==> src/rtl/data_writer.sv <==
// Receive-side frame writer: parses 16 channel records (header + data) from a valid/ready stream into four bank RAMs.
// Optional trailer checksum check is enabled with `define DATA_WRITER_CHKSUM_EN.
module data_writer #(
    parameter int ADDR_W  = 10,
    parameter int LEN_W   = 8,
    parameter int MAX_LEN = 255
) (
    input  logic              clk,
    input  logic              rst_n,
    input  logic [31:0]       i_in_data,
    input  logic              i_in_sof,
    input  logic              i_in_vld,
    output logic              o_in_rdy,
    input  logic              i_wr_rdy,
    output logic [1:0]        o_wr_vchn,
    output logic [3:0]        o_wr_en,
    output logic [ADDR_W-1:0] o_wr_addr,
    output logic [31:0]       o_wr_data,
    output logic              o_len_we,
    output logic [1:0]        o_len_bank,
    output logic [1:0]        o_len_vchn,
    output logic [LEN_W-1:0]  o_len,
    output logic              o_complite,
    output logic              o_busy,
    output logic [1:0]        o_err,
    input  logic              i_err_clr
);

    typedef enum logic [2:0] {
        S_IDLE,
        S_HDR,
        S_DATA,
`ifdef DATA_WRITER_CHKSUM_EN
        S_TRL,
`endif
        S_DONE,
        S_RESYNC
    } state_t;

    state_t             state;
    logic [3:0]         ch;
    logic [LEN_W-1:0]   cnt;
    logic [LEN_W-1:0]   len;
`ifdef DATA_WRITER_CHKSUM_EN
    logic [31:0]        sum;
`endif

    logic               accept;
    logic               take_hdr;
    logic               sof_err;
    logic               hdr_bad;
    logic               data_beat;
    logic               last_word;
    logic               advance;
    logic [3:0]         hdr_ch;
    logic [3:0]         adv_ch;
    logic [LEN_W-1:0]   hdr_len;

    assign o_in_rdy = i_wr_rdy & (state != S_DONE);
    assign accept   = i_in_vld & o_in_rdy;

    // A sof beat is always a channel-0 header, whatever state it lands in.
    always_comb begin
        take_hdr = 1'b0;
        sof_err  = 1'b0;
        if (accept) begin
            case (state)
                S_IDLE, S_RESYNC: take_hdr = i_in_sof;
                S_HDR: begin
                    take_hdr = 1'b1;
                    sof_err  = i_in_sof & (ch != 4'd0);
                end
                S_DONE: take_hdr = 1'b0;
                default: begin
                    take_hdr = i_in_sof;
                    sof_err  = i_in_sof;
                end
            endcase
        end
        hdr_ch    = i_in_sof ? 4'd0 : ch;
        hdr_len   = i_in_data[LEN_W-1:0];
        hdr_bad   = (i_in_data[31:LEN_W] != '0) ||
                    ({{(32-LEN_W){1'b0}}, hdr_len} > 32'(MAX_LEN));
        data_beat = accept & (state == S_DATA) & ~i_in_sof;
        last_word = (cnt == len - LEN_W'(1));
        advance   = (take_hdr & ~hdr_bad & (hdr_len == '0)) | (data_beat & last_word);
        adv_ch    = take_hdr ? hdr_ch : ch;
    end

    always_comb begin
        o_busy = (state == S_HDR) || (state == S_DATA);
`ifdef DATA_WRITER_CHKSUM_EN
        if (state == S_TRL) o_busy = 1'b1;
`endif
    end

    always_ff @(posedge clk or negedge rst_n) begin
        if (!rst_n) begin
            state      <= S_IDLE;
            ch         <= '0;
            cnt        <= '0;
            len        <= '0;
`ifdef DATA_WRITER_CHKSUM_EN
            sum        <= '0;
`endif
            o_wr_vchn  <= '0;
            o_wr_en    <= '0;
            o_wr_addr  <= '0;
            o_wr_data  <= '0;
            o_len_we   <= 1'b0;
            o_len_bank <= '0;
            o_len_vchn <= '0;
            o_len      <= '0;
            o_complite <= 1'b0;
            o_err      <= '0;
        end else begin
            o_wr_en    <= '0;
            o_len_we   <= 1'b0;
            o_complite <= 1'b0;
            // Set wins over clear: the set assignments below come later.
            if (i_err_clr) o_err <= '0;
            if (sof_err)   o_err[0] <= 1'b1;

            if (take_hdr) begin
`ifdef DATA_WRITER_CHKSUM_EN
                sum <= i_in_sof ? i_in_data : sum + i_in_data;
`endif
                if (hdr_bad) begin
                    o_err[0] <= 1'b1;
                    state    <= S_RESYNC;
                end else begin
                    o_len_we   <= 1'b1;
                    o_len_bank <= hdr_ch[3:2];
                    o_len_vchn <= hdr_ch[1:0];
                    o_len      <= hdr_len;
                    len        <= hdr_len;
                    cnt        <= '0;
                    ch         <= hdr_ch;
                    if (hdr_len != '0) state <= S_DATA;
                end
            end else if (data_beat) begin
`ifdef DATA_WRITER_CHKSUM_EN
                sum <= sum + i_in_data;
`endif
                o_wr_en   <= 4'b0001 << ch[3:2];
                o_wr_vchn <= ch[1:0];
                o_wr_addr <= ADDR_W'(cnt);
                o_wr_data <= i_in_data;
                cnt       <= cnt + LEN_W'(1);
            end
`ifdef DATA_WRITER_CHKSUM_EN
            else if (accept && (state == S_TRL)) begin
                if (i_in_data != sum) o_err[1] <= 1'b1;
                state      <= S_DONE;
                o_complite <= 1'b1;
            end
`endif
            else if (state == S_DONE) begin
                state <= S_IDLE;
                ch    <= '0;
            end

            if (advance) begin
                if (adv_ch != 4'hF) begin
                    ch    <= adv_ch + 4'd1;
                    state <= S_HDR;
                end else begin
`ifdef DATA_WRITER_CHKSUM_EN
                    state      <= S_TRL;
`else
                    state      <= S_DONE;
                    o_complite <= 1'b1;
`endif
                end
            end
        end
    end

endmodule

==> config.mk <==
export PLATFORM = sky130hd
export DESIGN_NAME = data_writer
export DESIGN_NICKNAME = d
export VERILOG_FILES = /design/src/rtl/data_writer.sv
export SDC_FILE = /design/constraint.sdc
export NUM_CORES = 1
export LEC_CHECK = 0
export CELL_PAD_IN_SITES_DETAIL_PLACEMENT = 1
export CELL_PAD_IN_SITES_GLOBAL_PLACEMENT = 1
export CORE_UTILIZATION = 35
export DETAILED_ROUTE_END_ITERATION = 7
export PLACE_DENSITY = 0.85
export REMOVE_ABC_BUFFERS = 1
export SYNTH_ARGS = -nofsm -noshare
export SYNTH_HDL_FRONTEND = slang
export SYNTH_SLANG_ARGS = --single-unit
==> constraint.sdc <==
create_clock -name clk -period 2.5 [get_ports clk]
set_input_delay 0.5 -clock clk [delete_from_list [all_inputs] [get_ports clk]]
set_output_delay 0.5 -clock clk [all_outputs]
set_load 0.02 [all_outputs]
==> Yosys cells after proc, flatten, opt, wreduce, memory -nomap -nowiden <==
Index checks and enable logic that the tools add are counted.
{ "op_classes": {"add_sub_neg": 3, "n_mul": 0, "n_div": 0, "order_cmp": 0, "n_eq_ne": 10, "shifts": 1, "mux": 32, "bitwise_logic": 12, "n_reduce_logical": 13} }
{ "op_table": {"columns": ["cell", "n"], "rows": [
  ["$mux W4", 10],
  ["$mux W8", 3],
  ["$reduce_bool A24 Y1", 1],
  ["$mux W3", 6],
  ["$mux W1", 10],
  ["$add A8 B1 Y8 const B", 1],
  ["$and A1 B1 Y1", 8],
  ["$eq A8 B8 Y1", 1],
  ["$logic_not A8 Y1", 1],
  ["$reduce_bool A8 Y1", 1],
  ["$sub A8 B1 Y8 const B", 1],
  ["$eq A3 B2 Y1 const B", 2],
  ["$ne A3 B2 Y1 const B", 2],
  ["$reduce_and A2 Y1", 3],
  ["$add A4 B1 Y4 const B", 1],
  ["$ne A4 B1 Y1 const B", 1],
  ["$ne A4 B4 Y1 const B", 1],
  ["$pmux W1 S2", 2],
  ["$reduce_bool A4 Y1", 1],
  ["$shl A1 B2 Y4 const A", 1],
  ["$eq A3 B1 Y1 const B", 1],
  ["$eq A3 B3 Y1 const B", 1],
  ["$logic_not A3 Y1", 1],
  ["$not A1 Y1", 3],
  ["other kinds (8)", 8]
]} }
{ "word_totals": {"reg_bits": 76, "latchBits": 0, "ram_bits": 0, "romBits": 0, "memories": 0} }

==> Longest topological paths before layout <==
{ "depth": {"word_depth": 9, "ltp_mapped": 9} }

==> Least setup slack after synthesis <==
Ideal clock, no wire load.
{ "synth_path": {"path_type": "reg2reg", "from": "reg len[0]", "to": "reg state[1]", "setup_time_ns": 0.137, "arrival_ns": 2.053, "t_required_ns": 2.363, "setup_slack_ns": 0.310, "stages_incl_launch_ff": 9, "n_path_buf": 0, "period_less_slack_ns": 2.190, "cell_sequence": "dfrtp_1 -> inv_1 -> ha_1 -> or3b_4 -> nor4_4 -> o2111ai_2 -> a311oi_4 -> o21ai_2 -> a21boi_1"} }
{ "synth_between": {"elab_chain_cells": 6, "word_cells_on_any_way": 9} }
{ "synth_rtl": {"columns": ["element", "line", "source"], "rows": [
  ["start: declaration", "43", "logic [LEN_W-1:0] len;"],
  ["start signal: assignment", "136", "len <= hdr_len;"],
  ["$sub A8 B1 Y8 (*)", "85", "last_word = (cnt == len - LEN_W'(1));"],
  ["$eq A8 B8 Y1 (*)", "85", null],
  ["$and A1 B1 Y1 (*)", "86", "advance = (take_hdr & ~hdr_bad & (hdr_len == '0)) | (data_beat & last_word);"],
  ["$or A1 B1 Y1 (*)", "86", null],
  ["$ne A4 B1 Y1 (no line), or another cell as far along", null, null],
  ["$reduce_and A3 Y1 (no line)", null, null],
  ["end signal: assignment", "99", "state <= S_IDLE;"],
  ["end signal: assignment", "130", "state <= S_RESYNC;"],
  ["end signal: assignment", "139", "if (hdr_len != '0) state <= S_DATA;"],
  ["end: declaration", "40", "state_t state;"]
]} }
Mark *: on every way between the ends. The rest lies on a longest branch, timed or not.
A chain may end at the register's enable or synchronous reset.

==> Final worst setup path <==
{ "layout_path": {"from": "reg state[0]", "to": "out o_in_rdy"} }
{ "layout_between": {"elab_chain_cells": 2} }
{ "layout_rtl": {"columns": ["element", "line", "source"], "rows": [
  ["$ne A3 B2 Y1", "59", "assign o_in_rdy = i_wr_rdy & (state != S_DONE);"],
  ["$and A1 B1 Y1", "59", null],
  ["end: declaration", "13", "output logic o_in_rdy,"]
]} }
No other way between the ends.

==> summary.txt <==
Clock tree
  – CTS max path bufs: 2
  – # hold bufs at CTS: 0
  – Setup Fix Bufs, Post-CTS: 0
  – Clock Latency Late Sink: ~0.35 ns
  – CTS tree: done
  – # H-tree levels: 3
  – Clock Pin Slew Worst Setup and Hold Paths: ~0.08 ns
  – Clock root buffer: clkbuf_8
  – CTS buffer count: 9
  – Post-CTS sizing: 0
  – CTS Sinks: 76

Layout
  – Nets@finish: 546
  – Layout cells sized above 1: about a tenth
  – Diode count: 0
  – Area grow syn2layout: 42.7%
  – Design area: about 5000 µm²

Place
  – Area of placed instances: 4760 µm²
  – GP Congestion: 0.831
  – Post-DP HPWL: 7510 µm
  – # port buffers: 100

Drt
  – Routed vias/inst: just under 5
  – Drc violations: 0
  – Number of DRC markers in iteration 0: just over 40
  – 1st-pass router iterations: 4
  – Via count: 3,164
  – Antenna Nets Post-Route: 0
  – Wire per inst: between 15 and 20 µm
  – Post-Route WL: 10,100 µm

Floorplan
  – Core Rows: 36
  – Die width: 102 µm
  – Core Box Area: 9730 µm²
  – Die ar.: 10,400 µm²
  – Die Y: 102 µm
  – I/O pin cnt: between 100 and 150
  – Starting Density: 35.9%

Critical path
  – Max incr delay on CP: 0.54 ns
  – Worst Path Max Fanout: 7
  – Crit-path slowest cell: clkdlybuf4s50_1
  – Crit end category: output pin
  – CP Launch Type: register
  – Critical path required time: around 2 ns
  – Cells along the critical path: nand3b_1, and2_1, clkdlybuf4s50_1
  – CP arrival: 1.83 ns
  – Critical path class: register to output pin

Logic synthesis
  – Synth Flop Type: dfrtp_1
  – Cell Area, Synth: 3500 µm²
  – Seq/Total Area, Yosys: around 54%
  – Post-synth top area share: a little over half
  – Mapped Cells: 391
  – Most numerous cell in the Yosys netlist: nand2_1
  – FF+latch count, synth: 76
  – Post-synth top cells: nand2_1 (161), dfrtp_1 (76), o21ai_0 (17)
  – Largest area contributor in the netlist: dfrtp_1
  – Async SR Flop Fraction: 100%
  – Post-synthesis area per instance: roughly 8.9 µm²
  – Post-synth EDFFs: 0
  – Synth cell types: 52
  – Ys Warns: 0
  – Dominant cells by area after synthesis: dfrtp_1 (54%), nand2_1 (17%), o21ai_0 (2.4%)

Pwr
  – Leakage: 2.33 nW
  – Worst IR Drop VDD: 0.240 mV
  – Power Dens Cells: 506 nW/µm²
  – Total power: 2.52 mW

Timing
  – Fin. Hold Viols: 0
  – Rel. slew slack: roughly three fifths
  – Period utilization: between 90% and 100%
  – Worst-Margin Slew: between 0.6 and 0.7 ns
  – Pins Over Slew Limit: 0
  – RSZ-0062 raised after global routing: false
  – Min cycle time layout: 2.33 ns
  – Final setup viols: 0
  – Worst Skew: approximately 0.011 ns
  – Max Freq: 429 MHz

Global routing
  – Gr ovfl total: 0
  – Initial antenna violation count: 0
  – Vias in the first global route: 3,297
  – Global-route wire length before repair: 16,600 µm
  – GRT Util Overall: 20.8%
  – Largest net degree at the start of global routing: 47

Run
  – Max-cap violations: 0

Hold path
  – Hold WC Path Type: input port to asynchronous set/reset pin

Run status
  – Outcome: finished, final reports clean
## flip-flops by register name, summed over array words and instances (netlist names)
signal and count:
cnt 8, len 8, o_len_bank 2, o_wr_addr 8, o_wr_vchn 2, o_err 1
o_wr_data 32, o_len_we 1, o_wr_en 4, o_len_vchn 2, o_complite 1, state 3
ch 4
## power by group
group	leakage [nW]	switching, mW	internal [mW]
Sequential	1.03	0.0115	1.24
Combinational	1.20	0.0979	0.0998
Clock	0.106	0.474	0.594
Total	2.33	0.584	1.94
## routing by layer
layer | global-route usage, % | wire length [µm]
met1 | 25.5 | 4340
met2 | 37.7 | 5270
met3 | 3.42 | 375
met4 | 6.26 | 135
met5 | 0 | 0
## layout make-up
cell class | instances | area (µm²)
fill | 1147 | 4740
sequential | 76 | 1900
multi-input combinational | 289 | 1490
timing repair buffer | 118 | 1160
tap | 133 | 166
clock buffer | 11 | 141
clock inverter | 5 | 83.8
inverter | 11 | 41.3
## cell usage in the layout (no fill, tap or decap), types with 3 or more instances in the layout
cell	synthesis	final
nor4_4	2	3
o31ai_1	3	3
nand2_1	161	161
nor4_1	8	8
nor2_1	16	16
nand3_1	6	6
conb_1	1	3
clkdlybuf4s50_1	0	99
clkbuf_8	0	10
nor3_1	5	5
inv_1	10	10
nand2b_1	4	4
o21ai_0	17	17
buf_4	3	17
xnor2_1	6	6
o21ai_1	5	5
a21oi_1	3	3
and2_1	4	4
nand4_1	5	5
ha_1	3	3
xor2_1	3	3
dfrtp_1	76	76
## critical path, delay by kind of cell (launching register included)
| family | cells | cell delay [ns] |
|---|---|---|
| buffers and inverters | 1 | 0.54 |
| flip-flops | 1 | 0.51 |
| AND/OR/NAND/NOR | 2 | 0.43 |
## cell families after synthesis
kind of cell | after synthesis | synth area share (%)
adders and majority gates | 3 | 1.07
other | 1 | 0.107
xor gates and xnor gates | 9 | 2.25
DFF | 76 | 54.4
AOI/OAI and AO/OA | 46 | 9.02
muxes | 3 | 0.895
and+or+nand+nor | 225 | 28.9
buffers and inverters | 28 | 3.36
## final timing paths
check	from	end	slack [ns]	depth (start not counted)
setup / recovery	state[0]$_DFFE_PN0P_	o_in_rdy	0.17	3
hold / removal	rst_n	o_wr_vchn[1]$_DFFE_PN0P_	0.15	1
setup reg to reg	len[1]$_DFFE_PN0P_	state[0]$_DFFE_PN0P_	0.19	8
hold reg to reg	o_len_bank[0]$_DFFE_PN0P_	o_len_bank[0]$_DFFE_PN0P_	0.48	2
max in group asynchronous	rst_n	o_wr_data[17]$_DFFE_PN0P_	1.76	2
min in group clk	o_len_bank[0]$_DFFE_PN0P_	o_len_bank[0]$_DFFE_PN0P_	0.48	2
## stage by stage
step	std cells	TNS, ns	setup slack (ns)	hold slack (ns)	utilization [%]
6_report	643	0	0.171	0.151	51.3
5_1_grt	643	0	0.0127	0.197	51.3
3_3_place_gp	627	0	0.0596	0.458	48.9
3_5_place_dp	627	-0.0225	-0.0184	0.465	48.9
2_1_floorplan	376	-31.82	-1.28	0.204	-
4_1_cts	643	0	0.146	0.179	51.3
Power figures use the tool's default switching activity.
